`src/rtl/riscv_pkg.sv`:
```
// rtl/riscv_pkg.sv - shared RV32 constants, M-extension funct3 codes and muldiv state encoding
package riscv_pkg;

    localparam int XLEN  = 32;
    localparam int REG_W = 5;

    localparam logic [2:0] OP_MUL    = 3'b000;
    localparam logic [2:0] OP_MULH   = 3'b001;
    localparam logic [2:0] OP_MULHSU = 3'b010;
    localparam logic [2:0] OP_MULHU  = 3'b011;
    localparam logic [2:0] OP_DIV    = 3'b100;
    localparam logic [2:0] OP_DIVU   = 3'b101;
    localparam logic [2:0] OP_REM    = 3'b110;
    localparam logic [2:0] OP_REMU   = 3'b111;

    typedef enum logic [1:0] {
        MD_IDLE = 2'd0,
        MD_CALC = 2'd1,
        MD_FIX  = 2'd2,
        MD_DONE = 2'd3
    } muldiv_state_t;

    function automatic logic op_signed_a(input logic [2:0] op);
        return (op == OP_MULH) || (op == OP_MULHSU) || (op == OP_DIV) || (op == OP_REM);
    endfunction

    function automatic logic op_signed_b(input logic [2:0] op);
        return (op == OP_MULH) || (op == OP_DIV) || (op == OP_REM);
    endfunction

    function automatic logic op_is_div(input logic [2:0] op);
        return op[2];
    endfunction

endpackage

```
`src/rtl/muldiv_unit_if.sv`:
```
// rtl/muldiv_unit_if.sv - start/busy/done bundle between controller/register file and muldiv_unit
interface muldiv_unit_if;
    import riscv_pkg::*;

    logic             start;
    logic [2:0]       op;
    logic [XLEN-1:0]  rs1Val;
    logic [XLEN-1:0]  rs2Val;
    logic [REG_W-1:0] rdIn;
    logic             busy;
    logic             done;
    logic [XLEN-1:0]  result;
    logic [REG_W-1:0] rdOut;

    modport master (
        output start, op, rs1Val, rs2Val, rdIn,
        input  busy, done, result, rdOut
    );

    modport slave (
        input  start, op, rs1Val, rs2Val, rdIn,
        output busy, done, result, rdOut
    );

endinterface

```
`src/rtl/muldiv_sign_fix.sv`:
```
// rtl/muldiv_sign_fix.sv - sign correction, word select and divide special cases for muldiv_unit
module muldiv_sign_fix
    import riscv_pkg::*;
(
    input  logic [2:0]        op,
    input  logic [2*XLEN-1:0] product,
    input  logic [XLEN-1:0]   quotient,
    input  logic [XLEN-1:0]   remainder,
    input  logic              sign_a,
    input  logic              sign_b,
    input  logic              div_zero,
    input  logic              div_ovf,
    output logic [XLEN-1:0]   result
);

    logic [2*XLEN-1:0] prod_s;
    logic [XLEN-1:0]   quo_s;
    logic [XLEN-1:0]   rem_s;

    always_comb begin
        prod_s = (sign_a ^ sign_b) ? -product : product;
        quo_s  = (sign_a ^ sign_b) ? -quotient : quotient;
        // A zero divisor leaves the full dividend magnitude in the remainder, so re-signing restores rs1.
        rem_s  = sign_a ? -remainder : remainder;
        result = '0;
        case (op)
            OP_MUL:                       result = prod_s[XLEN-1:0];
            OP_MULH, OP_MULHSU, OP_MULHU: result = prod_s[2*XLEN-1:XLEN];
            OP_DIV, OP_DIVU:              result = div_zero ? '1
                                                 : div_ovf ? {1'b1, {(XLEN-1){1'b0}}}
                                                 : quo_s;
            OP_REM, OP_REMU:              result = div_ovf ? '0 : rem_s;
        endcase
    end

endmodule

```
`src/rtl/muldiv_unit.sv`:
```
// rtl/muldiv_unit.sv - iterative RV32M multiply/divide unit, 32 shift-add / restoring steps per op
module muldiv_unit
    import riscv_pkg::*;
(
    input  logic         clk,
    input  logic         reset,
    muldiv_unit_if.slave bus
);

    muldiv_state_t     state;
    muldiv_state_t     state_next;
    logic [4:0]        cnt;
    logic [2:0]        op_q;
    logic [REG_W-1:0]  rd_q;
    logic [XLEN-1:0]   a_mag;
    logic [XLEN-1:0]   b_mag;
    logic              sign_a;
    logic              sign_b;
    logic              div_zero;
    logic              div_ovf;
    logic [2*XLEN-1:0] acc;
    logic [XLEN-1:0]   result_q;
    logic [REG_W-1:0]  rd_out_q;

    logic              in_sign_a;
    logic              in_sign_b;
    logic [XLEN-1:0]   in_a_mag;
    logic [XLEN-1:0]   in_b_mag;
    logic              in_ovf;
    logic [XLEN:0]     mul_sum;
    logic [XLEN:0]     div_part;
    logic              div_ge;
    logic [XLEN-1:0]   div_diff;
    logic [XLEN-1:0]   fix_result;

    always_comb begin
        in_sign_a = bus.rs1Val[XLEN-1] & op_signed_a(bus.op);
        in_sign_b = bus.rs2Val[XLEN-1] & op_signed_b(bus.op);
        in_a_mag  = in_sign_a ? -bus.rs1Val : bus.rs1Val;
        in_b_mag  = in_sign_b ? -bus.rs2Val : bus.rs2Val;
        in_ovf    = ((bus.op == OP_DIV) || (bus.op == OP_REM)) &&
                    (bus.rs1Val == {1'b1, {(XLEN-1){1'b0}}}) && (bus.rs2Val == '1);
    end

    // acc = {partial product high, multiplier} for MUL*, {partial remainder, dividend/quotient} for DIV*/REM*.
    always_comb begin
        mul_sum  = {1'b0, acc[2*XLEN-1:XLEN]} + {1'b0, (acc[0] ? a_mag : {XLEN{1'b0}})};
        div_part = acc[2*XLEN-1:XLEN-1];
        div_ge   = div_part >= {1'b0, b_mag};
        div_diff = div_part[XLEN-1:0] - b_mag;
    end

    always_comb begin
        state_next = state;
        case (state)
            MD_IDLE: if (bus.start) state_next = MD_CALC;
            MD_CALC: if (cnt == 5'd31) state_next = MD_FIX;
            MD_FIX:  state_next = MD_DONE;
            MD_DONE: state_next = MD_IDLE;
            default: state_next = MD_IDLE;
        endcase
    end

    always_ff @(posedge clk) begin
        if (reset) state <= MD_IDLE;
        else       state <= state_next;
    end

    always_ff @(posedge clk) begin
        if (reset) begin
            cnt      <= '0;
            op_q     <= '0;
            rd_q     <= '0;
            a_mag    <= '0;
            b_mag    <= '0;
            sign_a   <= 1'b0;
            sign_b   <= 1'b0;
            div_zero <= 1'b0;
            div_ovf  <= 1'b0;
            acc      <= '0;
            result_q <= '0;
            rd_out_q <= '0;
        end else begin
            case (state)
                MD_IDLE: begin
                    if (bus.start) begin
                        op_q     <= bus.op;
                        rd_q     <= bus.rdIn;
                        a_mag    <= in_a_mag;
                        b_mag    <= in_b_mag;
                        sign_a   <= in_sign_a;
                        sign_b   <= in_sign_b;
                        div_zero <= (bus.rs2Val == '0);
                        div_ovf  <= in_ovf;
                        cnt      <= '0;
                        acc      <= {{XLEN{1'b0}}, (op_is_div(bus.op) ? in_a_mag : in_b_mag)};
                    end
                end
                MD_CALC: begin
                    cnt <= cnt + 5'd1;
                    if (op_is_div(op_q))
                        acc <= div_ge ? {div_diff, acc[XLEN-2:0], 1'b1} : {acc[2*XLEN-2:0], 1'b0};
                    else
                        acc <= {mul_sum, acc[XLEN-1:1]};
                end
                MD_FIX: begin
                    result_q <= fix_result;
                    rd_out_q <= rd_q;
                end
                default: ;
            endcase
        end
    end

    muldiv_sign_fix u_sign_fix (
        .op        (op_q),
        .product   (acc),
        .quotient  (acc[XLEN-1:0]),
        .remainder (acc[2*XLEN-1:XLEN]),
        .sign_a    (sign_a),
        .sign_b    (sign_b),
        .div_zero  (div_zero),
        .div_ovf   (div_ovf),
        .result    (fix_result)
    );

    assign bus.busy   = (state != MD_IDLE);
    assign bus.done   = (state == MD_DONE);
    assign bus.result = result_q;
    assign bus.rdOut  = rd_out_q;

endmodule

```
`src/flat_wrapper.sv`:
```
// flat-port wrapper written by rule: the top's interface ports become plain ports
module muldiv_unit_flat import riscv_pkg::*;
  (clk, reset, bus_start, bus_op, bus_rs1Val, bus_rs2Val, bus_rdIn, bus_busy, bus_done, bus_result, bus_rdOut);
  muldiv_unit_if bus_i ();
  input  logic clk;
  input  logic reset;
  input wire logic [$bits(bus_i.start)-1:0] bus_start;
  input wire logic [$bits(bus_i.op)-1:0] bus_op;
  input wire logic [$bits(bus_i.rs1Val)-1:0] bus_rs1Val;
  input wire logic [$bits(bus_i.rs2Val)-1:0] bus_rs2Val;
  input wire logic [$bits(bus_i.rdIn)-1:0] bus_rdIn;
  output wire logic [$bits(bus_i.busy)-1:0] bus_busy;
  output wire logic [$bits(bus_i.done)-1:0] bus_done;
  output wire logic [$bits(bus_i.result)-1:0] bus_result;
  output wire logic [$bits(bus_i.rdOut)-1:0] bus_rdOut;
  assign bus_i.start = bus_start;
  assign bus_i.op = bus_op;
  assign bus_i.rs1Val = bus_rs1Val;
  assign bus_i.rs2Val = bus_rs2Val;
  assign bus_i.rdIn = bus_rdIn;
  assign bus_busy = bus_i.busy;
  assign bus_done = bus_i.done;
  assign bus_result = bus_i.result;
  assign bus_rdOut = bus_i.rdOut;
  muldiv_unit u_core (.clk(clk), .reset(reset), .bus(bus_i));
endmodule
```
`config.mk`:
```
export PLATFORM = sky130hd
export DESIGN_NAME = muldiv_unit_flat
export DESIGN_NICKNAME = d
export VERILOG_FILES = /design/src/rtl/riscv_pkg.sv /design/src/rtl/muldiv_unit_if.sv /design/src/rtl/muldiv_sign_fix.sv /design/src/rtl/muldiv_unit.sv /design/src/flat_wrapper.sv
export SDC_FILE = /design/constraint.sdc
export NUM_CORES = 1
export LEC_CHECK = 0
export CORE_ASPECT_RATIO = 1.4
export CORE_MARGIN = 8
export CORE_UTILIZATION = 28
export CTS_BUF_LIST = sky130_fd_sc_hd__clkbuf_2
export DETAILED_ROUTE_END_ITERATION = 16
export GPL_TIMING_DRIVEN = 0
export PLACE_DENSITY = 0.56
export RECOVER_POWER = 50
export SLEW_MARGIN = 0
export SYNTH_ARGS = -nofsm -noshare
export SYNTH_HDL_FRONTEND = slang
export SYNTH_SLANG_ARGS = --single-unit
```
`constraint.sdc`:
```
create_clock -name clk -period 4.6 [get_ports clk]
set_input_delay 0.46 -clock clk [delete_from_list [all_inputs] [get_ports clk]]
set_output_delay 0.46 -clock clk [all_outputs]
set_load 0.05 [all_outputs]
```
==> results.json, run 1 <==
{
  "hold_viol_final": 0,
  "io_pins": 114,
  "arrival_ns": 5.24,
  "synth-main-ff-cell": "dfxtp_1",
  "final_nets": 2384,
  "htreeDepth": 4,
  "rows": 102,
  "ys_seq_elements": 184,
  "p_sw_share_pct": 55.2,
  "dp_hpwl_um": 63300,
  "rsz0062_at_grt": "no",
  "worstMarginPinSlew_ns": 1.30,
  "netSwitchingPower_mw": 4.79,
  "cp-end-kind": "register",
  "synth_common_cells": "nor2_1 (251), dfxtp_1 (184), nand2_1 (164)",
  "wl_per_cell_um": 25.9,
  "rr_startpoint": "u_core.acc[31]$_SDFFE_PP0P_",
  "cts_tree": "built",
  "drt_iter0_drc": 1472,
  "fin_skew_ns": 0.0848,
  "layout_min_cycle_time_ns": 4.42,
  "drive_gt1_share_pct": 4.10,
  "synth_top_cell_area_share_pct": 23.6,
  "cts.sinks": 184,
  "dieArea_um2": 63600,
  "clk_latency_ns": 0.97,
  "grt_pass1_wl_um": 111000,
  "cap_violations": 0,
  "cts_root_buf": "clkbuf_2",
  "syn_area_um2": 15600,
  "power_mw": 8.68,
  "synth_area_per_cell_um2": 7.42,
  "postLayoutCellArea_um2": 17900,
  "powerDensity_nw_per_um2": 486,
  "irDropWorstVdd_mv": 0.274,
  "setup_violations": 0,
  "worstHoldStart": "bus_rdIn[2]",
  "grt_max_degree": 18,
  "criticalPathCategory": "reg2reg",
  "ant_nets": 0,
  "synth_cells": 2100,
  "synth.most_common_cell": "nor2_1",
  "seq_power_share_pct": 27.5,
  "combPwrFrac_pct": 62.7,
  "async_flop_share_pct": 0,
  "pwr-share-clk_pct": 9.8,
  "numCtsBuffers": 17,
  "synth_top_cell_by_area": "dfxtp_1",
  "synth_edf_count": 0,
  "postPlaceCellArea_um2": 17600,
  "areaGrowthSynthToFinish_pct": 14.7,
  "clkSlewWorstSetupHoldPaths_ns": 0.32,
  "wl_um": 77000,
  "gp_congestion": 0.956,
  "core_area_um2": 55100,
  "die_height_um": 295,
  "fin_crit_sh_pct": 96.0,
  "io_buffers": 111,
  "grt_remaining_overflow": 0,
  "antenna_found_initial": 1,
  "layout_setup_ws_ns": 0.182,
  "slew_violations": 0,
  "leakagePower_nw": 6.78,
  "netlist_top_cells_area": "dfxtp_1 (24%), nor2_1 (6.0%), ha_1 (6.0%)",
  "worst-endpoint-required_ns": 5.42,
  "run_status": "finished clean",
  "dpl_worst_slack_ns": -0.463,
  "max_freq_mhz": 226,
  "grt_pass1_vias": 16492,
  "track_usage_pct": 23.3,
  "first_pass_iters": 5,
  "crit_start": "u_core.acc[31]$_SDFFE_PP0P_",
  "yosysUniqueCellTypes": 81,
  "fin_util_pct": 32.4,
  "ys_seq_area_share_pct": 23.6,
  "n_fill_cell": 6089,
  "slew_headroom_pct": 12.4,
  "yosys_warnings": 0,
  "worstPathMaxFanout": 10,
  "clock_path_buffers": 2,
  "holdCritPathClass": "in2reg",
  "initial_core_util_pct": 28.3,
  "syn_nets": 2252,
  "p_int_mw": 3.89,
  "vias_per_cell": 5.65,
  "die_w_um": 215,
  "worst_hold_slack_ns": 0.0742,
  "drcViolationCount": 0,
  "cp-start-kind": "register",
  "vias": 16809
}
==> worst paths after layout <==
kind | endpoint | slack (ns) | depth (start not counted)
setup reg to reg | u_core.acc[56]$_SDFFE_PP0P_ | 0.18 | 12
setup / recovery | u_core.acc[56]$_SDFFE_PP0P_ | 0.18 | 12
hold / removal | u_core.rd_q[2]$_SDFFE_PP0P_ | 0.07 | 3
hold reg to reg | u_core.a_mag[0]$_SDFFE_PP0P_ | 0.47 | 2
==> layout by cell type (no fill, tap or decap), drive strengths merged, types with 23 or more instances in the layout <==
cell	instances
a21oi	159
a21o	36
clkbuf	140
dfxtp	184
and2	45
nand2b	32
o31ai	27
inv	76
mux2i	65
mux2	25
ha	75
xor2	80
dlygate4sd3	40
nand2	164
o21ai	131
nor4	32
xnor2	95
nand3	30
nor3	72
nor2	251
a22oi	23
clkdlybuf4s50	73
a211oi	118
==> logic make-up after synthesis <==
| logic type | after synthesis | synth area share [%] |
|---|---|---|
| simple gates | 727 | 22.4 |
| buf+inv | 210 | 5.19 |
| compound gates | 637 | 26.7 |
| fa+ha+maj | 77 | 6.28 |
| flops | 184 | 23.6 |
| mux | 90 | 5.98 |
| xor+xnor | 175 | 9.84 |
==> state kept, by name (all words and copies together), names as in the netlist <==
register and count:
u_core.sign_b 1, u_core.div_ovf 1, u_core.sign_a 1, u_core.bus.result 32, u_core.bus.rdOut 5, u_core.b_mag 32
u_core.rd_q 5, u_core.acc 64, u_core.cnt 5, u_core.op_q 3, u_core.state 2, u_core.div_zero 1
u_core.a_mag 32
==> repair_timing <==
item	in CTS	in global routing
setup buffers	0	0
gates resized for setup	5	10
hold endpoints to repair	2	0
hold buffers	2	0
endpoints found under the setup margin	17	8
gates cloned	0	0
==> routing by layer <==
layer	vias to the layer above	track usage, %	wire [um]
met5	-	0	0
met4	0	14.9	5390
met3	184	2.81	3640
met2	642	42.0	38200
met1	8096	25.7	29700
li1	7887	-	-
==> power by group through the flow <==
stage / Sequential, mW / Combinational (mW) / Clock, mW
after detailed placement: 2.42 / 5.39 / 0
after global placement: 2.41 / 5.38 / 0
after global routing: 2.44 / 5.84 / 0.920
final: 2.39 / 5.44 / 0.852
after floorplan: 2.62 / 3.19 / 0
after CTS: 2.38 / 5.41 / 0.868
==> area by class of cell <==
class                           count  area (um2)  area share [%]
Clock inverter                     13         113           0.630
Clock buffer                       18        90.1           0.504
Inverter                           70         263            1.47
Multi-Input combinational cell   1706       11100            62.3
Sequential cell                   184        3680            20.6
Buffer                            140         551            3.08
Timing Repair Buffer              113        1130            6.33
Antenna cell                        1        2.50          0.0140
Tap cell                          728         911            5.10
==> critical path, cell delays in order (launching register included) <==
cell	delay, ns
dfxtp_1	0.58
inv_1	0.25
ha_1	0.28
nand3b_1	0.19
a21oi_1	0.33
o311ai_0	0.25
a31oi_1	0.53
o31ai_1	0.22
a31oi_1	0.27
clkbuf_1	0.56
buf_1	0.51
mux2i_1	0.24
o21ai_0	0.08
==> through the flow <==
stage / instances / setup TNS [ns]
floorplan: 2100 / 0
global placement: 2939 / -2.15
detailed placement: 2939 / -2.10
CTS: 2972 / 0
global route: 2973 / 0
finish: 2973 / 0
(Power assumes the default switching activity.)
==> inputs of run 2 (changes only) <==
--- a/config.mk
+++ b/config.mk
@@ -13,6 +13,7 @@
 export GPL_TIMING_DRIVEN = 0
 export PLACE_DENSITY = 0.56
 export RECOVER_POWER = 50
+export SKIP_LAST_GASP = 1
 export SLEW_MARGIN = 0
 export SYNTH_ARGS = -nofsm -noshare
 export SYNTH_HDL_FRONTEND = slang
==> results.json, run 2 (synthesized netlist as in run 1, its figures left out) <==
{
  "fin_skew_ns": 0.0864,
  "io_pins": 114,
  "gp_congestion": 0.956,
  "irDropWorstVdd_mv": 0.275,
  "arrival_ns": 5.24,
  "cp-start-kind": "register",
  "fin_util_pct": 32.4,
  "cap_violations": 0,
  "slew_violations": 0,
  "regMostFlops": "u_core.acc",
  "track_usage_pct": 23.3,
  "antenna_found_initial": 1,
  "mostFrequentLayoutCell": "nor2_1",
  "drcViolationCount": 0,
  "fin_crit_sh_pct": 96.1,
  "worstPathMaxFanout": 10,
  "cts.sinks": 184,
  "numCtsBuffers": 17,
  "vias": 16814,
  "grt_remaining_overflow": 0,
  "first_pass_iters": 5,
  "power_mw": 8.68,
  "core_area_um2": 55100,
  "post_cts_buffers": 0,
  "grt_pass1_wl_um": 111000,
  "hold_viol_final": 0,
  "die_height_um": 295,
  "r2r_setup_slack_ns": 0.18,
  "final_nets": 2384,
  "clock_path_buffers": 2,
  "dieArea_um2": 63600,
  "run_status": "finished clean",
  "holdCritPathClass": "in2reg",
  "clk_latency_ns": 0.96,
  "areaGrowthSynthToFinish_pct": 14.7,
  "wl_um": 76900,
  "powerDensity_nw_per_um2": 486,
  "largest_reg_flops": 64,
  "criticalPathCategory": "reg2reg",
  "layout_min_cycle_time_ns": 4.42,
  "drt_iter0_drc": 1466,
  "vias_per_cell": 5.66,
  "grt_max_degree": 18,
  "ant_nets": 0,
  "worst-endpoint-required_ns": 5.42,
  "wl_per_cell_um": 25.9,
  "initial_core_util_pct": 28.3,
  "worstMarginPinSlew_ns": 1.28,
  "htreeDepth": 4,
  "rsz0062_at_grt": "yes",
  "most-common-layout-cells": "nor2_1 (251), dfxtp_1 (184), nand2_1 (164), a21oi_1 (158), o21ai_0 (126)",
  "rows": 102,
  "setup_violations": 0,
  "cts_root_buf": "clkbuf_2",
  "io_buffers": 111,
  "grt_pass1_vias": 16492,
  "multi_input_area_um2": 11100,
  "leakagePower_nw": 6.78,
  "max_freq_mhz": 226,
  "slew_headroom_pct": 14.0,
  "n_fill_cell": 6090,
  "dp_hpwl_um": 63300,
  "die_w_um": 215,
  "seq_area_um2": 3680,
  "cp-end-kind": "register",
  "clkSlewWorstSetupHoldPaths_ns": 0.31,
  "drive_gt1_share_pct": 4.06,
  "cts_tree": "built"
}
==> run 2: cell types whose count changed in the layout (fill, tap and decap cells not counted) <==
cell      delta
clkbuf_2     -1
clkbuf_1     +1
==> run 2: metal layers <==
layer / wire (um) / global-route usage (%) / vias to the layer above
met5: 0 / 0 / -
met2: 38200 / 42.0 / 647
li1: - / - / 7886
met4: 5360 / 14.9 / 0
met1: 29900 / 25.7 / 8100
met3: 3470 / 2.81 / 181
==> run 2: path summary, 6_finish.rpt <==
kind | startpoint | end | cells past startpoint
worst max-delay path | u_core.acc[31]$_SDFFE_PP0P_ | u_core.acc[55]$_SDFFE_PP0P_ | 12
worst min-delay path | bus_rdIn[2] | u_core.rd_q[2]$_SDFFE_PP0P_ | 3
worst max register to register | u_core.acc[31]$_SDFFE_PP0P_ | u_core.acc[55]$_SDFFE_PP0P_ | 12
worst min register to register | u_core.a_mag[0]$_SDFFE_PP0P_ | u_core.a_mag[0]$_SDFFE_PP0P_ | 2
==> run 2: repair_timing <==
action	in CTS	in global routing
endpoints found under the hold margin	2	0
setup endpoints to repair	17	10
resized for setup	4	9
hold buffers	2	0
gates cloned	0	0
==> run 2: stage by stage <==
step / setup TNS [ns] / instance area [um2] / hold slack (ns) / setup WS, ns / std cells
floorplan: 0 / 15600 / 0.432 / 0.948 / 2100
global placement: -2.15 / 17600 / 0.445 / -0.455 / 2939
detailed placement: -2.10 / 17600 / 0.447 / -0.463 / 2939
CTS: -0.0678 / 17800 / 0.00208 / -0.0678 / 2972
global route: -0.00193 / 17900 / 0.0538 / -0.00193 / 2973
finish: 0 / 17900 / 0.0846 / 0.180 / 2973
==> run 2: critical path, stage by stage, from the launching register on <==
cell	delay (ns)
dfxtp_1	0.58
inv_1	0.25
ha_1	0.28
nand3b_1	0.19
a21oi_1	0.32
o311ai_0	0.25
a31oi_1	0.53
o31ai_1	0.21
a31oi_1	0.26
clkbuf_1	0.56
buf_1	0.51
mux2i_1	0.26
o21ai_0	0.10
==> run 2: where the power goes <==
group / leakage [nW] / internal, mW / switching (mW)
clock: 0.128 / 0.161 / 0.687
sequential: 1.51 / 2.02 / 0.370
combinational: 5.14 / 1.71 / 3.73
==> run 2: layout make-up <==
cell class              instances  area share (%)
repair buffers                113            6.33
inverters                      70            1.47
diodes                          1          0.0140
flip-flops and latches        184            20.6
well taps                     728            5.10
clock inverters                13           0.630
clock buffers                  18           0.504
plain buffers                 140            3.07
multi-input cells            1706            62.3
==> inputs of run 3 (changes only) <==
--- a/config.mk
+++ b/config.mk
@@ -5,13 +5,16 @@
 export SDC_FILE = /design/constraint.sdc
 export NUM_CORES = 1
 export LEC_CHECK = 0
+export CELL_PAD_IN_SITES_DETAIL_PLACEMENT = 1
+export CELL_PAD_IN_SITES_GLOBAL_PLACEMENT = 1
 export CORE_ASPECT_RATIO = 1.4
 export CORE_MARGIN = 8
-export CORE_UTILIZATION = 28
+export CORE_UTILIZATION = 40
 export CTS_BUF_LIST = sky130_fd_sc_hd__clkbuf_2
 export DETAILED_ROUTE_END_ITERATION = 16
 export GPL_TIMING_DRIVEN = 0
-export PLACE_DENSITY = 0.56
+export HOLD_SLACK_MARGIN = 0.06
+export PLACE_DENSITY = 0.87
 export RECOVER_POWER = 50
 export SKIP_LAST_GASP = 1
 export SLEW_MARGIN = 0
==> results.json, run 3 (synthesized netlist as in run 1, its figures left out) <==
{
  "clkSlewWorstSetupHoldPaths_ns": 0.32,
  "worstPathMaxFanout": 19,
  "rsz0062_at_grt": "yes",
  "cts.sinks": 184,
  "drt_iter0_drc": 1360,
  "layout_setup_ws_ns": 0.225,
  "slew_violations": 0,
  "cp-end-kind": "register",
  "slew_headroom_pct": 8.53,
  "cts_tree": "built",
  "post_cts_buffers": 0,
  "gp_congestion": 1.02,
  "regMostFlops": "u_core.acc",
  "worstMarginPinSlew_ns": 1.36,
  "met1_length_um": 30100,
  "largest_reg_flops": 64,
  "fin_crit_sh_pct": 95.1,
  "initial_core_util_pct": 40.6,
  "htreeDepth": 4,
  "cp-start-kind": "register",
  "cap_violations": 0,
  "core_area_um2": 38400,
  "criticalPathCategory": "reg2reg",
  "wl_um": 74500,
  "arrival_ns": 5.20,
  "fin_skew_ns": 0.0479,
  "r2r_setup_slack_ns": 0.23,
  "hold_path_depth": 3,
  "holdCritPathClass": "in2reg",
  "crit_start": "u_core.acc[0]$_SDFFE_PP0P_",
  "worstRegToRegCells": 15,
  "dpl_worst_slack_ns": -0.643,
  "max_freq_mhz": 229,
  "numCtsBuffers": 17,
  "dp_hpwl_um": 60600,
  "top_layer": "met4",
  "worst_hold_slack_ns": 0.149,
  "mostFrequentLayoutCell": "nor2_1",
  "grt_pass1_vias": 18100,
  "die_w_um": 183,
  "grt_remaining_overflow": 0,
  "track_usage_pct": 32.1,
  "grt_pass1_wl_um": 112000,
  "wl_per_cell_um": 26.9,
  "worst-endpoint-required_ns": 5.42,
  "dp_cells": 2733,
  "r2r_end": "u_core.acc[63]$_SDFFE_PP0P_",
  "clock_path_buffers": 2,
  "io_buffers": 111,
  "powerDensity_nw_per_um2": 498,
  "die_height_um": 250,
  "layout_min_cycle_time_ns": 4.37,
  "rows": 85,
  "wl_met2_um": 35100,
  "areaGrowthSynthToFinish_pct": 13.7,
  "grt_max_degree": 21,
  "irDropWorstVdd_mv": 0.351,
  "setup_violations": 0,
  "n_fill_cell": 4905,
  "power_mw": 8.82,
  "rr_startpoint": "u_core.acc[0]$_SDFFE_PP0P_",
  "vias": 17316,
  "cts_root_buf": "clkbuf_2",
  "drcViolationCount": 0,
  "vias_per_cell": 6.25,
  "first_pass_iters": 5,
  "io_pins": 114,
  "critPathCapture": "u_core.acc[63]$_SDFFE_PP0P_",
  "leakagePower_nw": 6.82,
  "layout.cells.non_filler": 2771,
  "met3WireLength_um": 3740,
  "ant_nets": 0,
  "dieArea_um2": 45600,
  "most-common-layout-cells": "nor2_1 (251), dfxtp_1 (184), nand2_1 (164), a21oi_1 (158), o21ai_0 (127)",
  "run_status": "finished clean",
  "antenna_found_initial": 1,
  "clk_latency_ns": 0.92,
  "final_nets": 2386,
  "hold_viol_final": 0,
  "drive_gt1_share_pct": 4.01
}
## run 3: cell count changes in the layout (fill, tap and decap cells not counted), moves of 2 or more
cell / delta
clkinv_8: +4
clkbuf_1: -2
clkinv_2: -3
dlygate4sd3_1: +4
and2_0: +2
and2_1: -2
## run 3: how the worst min path moves through the flow
stage                            startpoint                           end  slack (ns)
6_report                          bus_op[1]   u_core.op_q[1]$_SDFFE_PP0P_        0.15
5_1_grt                           bus_op[1]   u_core.op_q[1]$_SDFFE_PP0P_        0.10
4_1_cts                           bus_op[1]   u_core.op_q[1]$_SDFFE_PP0P_        0.09
3_5_place_dp    u_core.rd_q[2]$_SDFFE_PP0P_   u_core.rd_q[2]$_SDFFE_PP0P_        0.45
3_3_place_gp    u_core.rd_q[4]$_SDFFE_PP0P_   u_core.rd_q[4]$_SDFFE_PP0P_        0.44
2_1_floorplan  u_core.a_mag[0]$_SDFFE_PP0P_  u_core.a_mag[0]$_SDFFE_PP0P_        0.43
## run 3: routing by layer
metal / vias to the layer above / track usage [%]
met1: 8521 / 38.0
li1: 7884 / -
met2: 698 / 53.7
met4: 0 / 21.7
met5: - / 0
met3: 213 / 3.58
## run 3: layout make-up
class,count,area (um2),area share [%]
clock buffers,17,85.1,0.480
well taps,522,653,3.69
inverters,70,263,1.48
diodes,2,5.00,0.0283
repair buffers,116,1160,6.56
plain buffers,139,548,3.09
clock inverters,15,201,1.14
multi-input cells,1706,11100,62.7
flip-flops and latches,184,3680,20.8
## run 3: timing repair
action,4_1_cts,5_1_grt
resized for setup,5,8
hold endpoints to repair,5,0
hold buffers,5,0
setup endpoints to repair,11,16
## run 3: where the power goes
| group | switching, mW | internal, mW | total (mW) |
|---|---|---|---|
| combinational | 3.75 | 1.72 | 5.46 |
| clock | 0.732 | 0.246 | 0.978 |
| sequential | 0.362 | 2.02 | 2.38 |
| total | 4.84 | 3.98 | 8.82 |
## run 3: stage by stage
step / setup TNS (ns) / cell area [um2] / util, %
after floorplan: 0 / 15600 / -
after global placement: -2.64 / 17300 / 45.2
after detailed placement: -3.26 / 17300 / 45.2
after CTS: 0 / 17700 / 46.1
after global routing: -0.0993 / 17700 / 46.1
final: 0 / 17700 / 46.1
## run 3: worst max-delay path, cell delays in order, from the launching register on
cell and delay [ns]:
dfxtp_1 0.45, clkbuf_4 0.30, and2_1 0.17, ha_1 0.30, inv_1 0.09, fa_1 0.42
nor2b_1 0.12, o21ai_0 0.13, a21boi_1 0.34, nor4_1 0.14, or2_2 0.36, o31ai_2 0.45
a21oi_1 0.21, a31oi_1 0.36, a31oi_1 0.15, a311oi_1 0.30
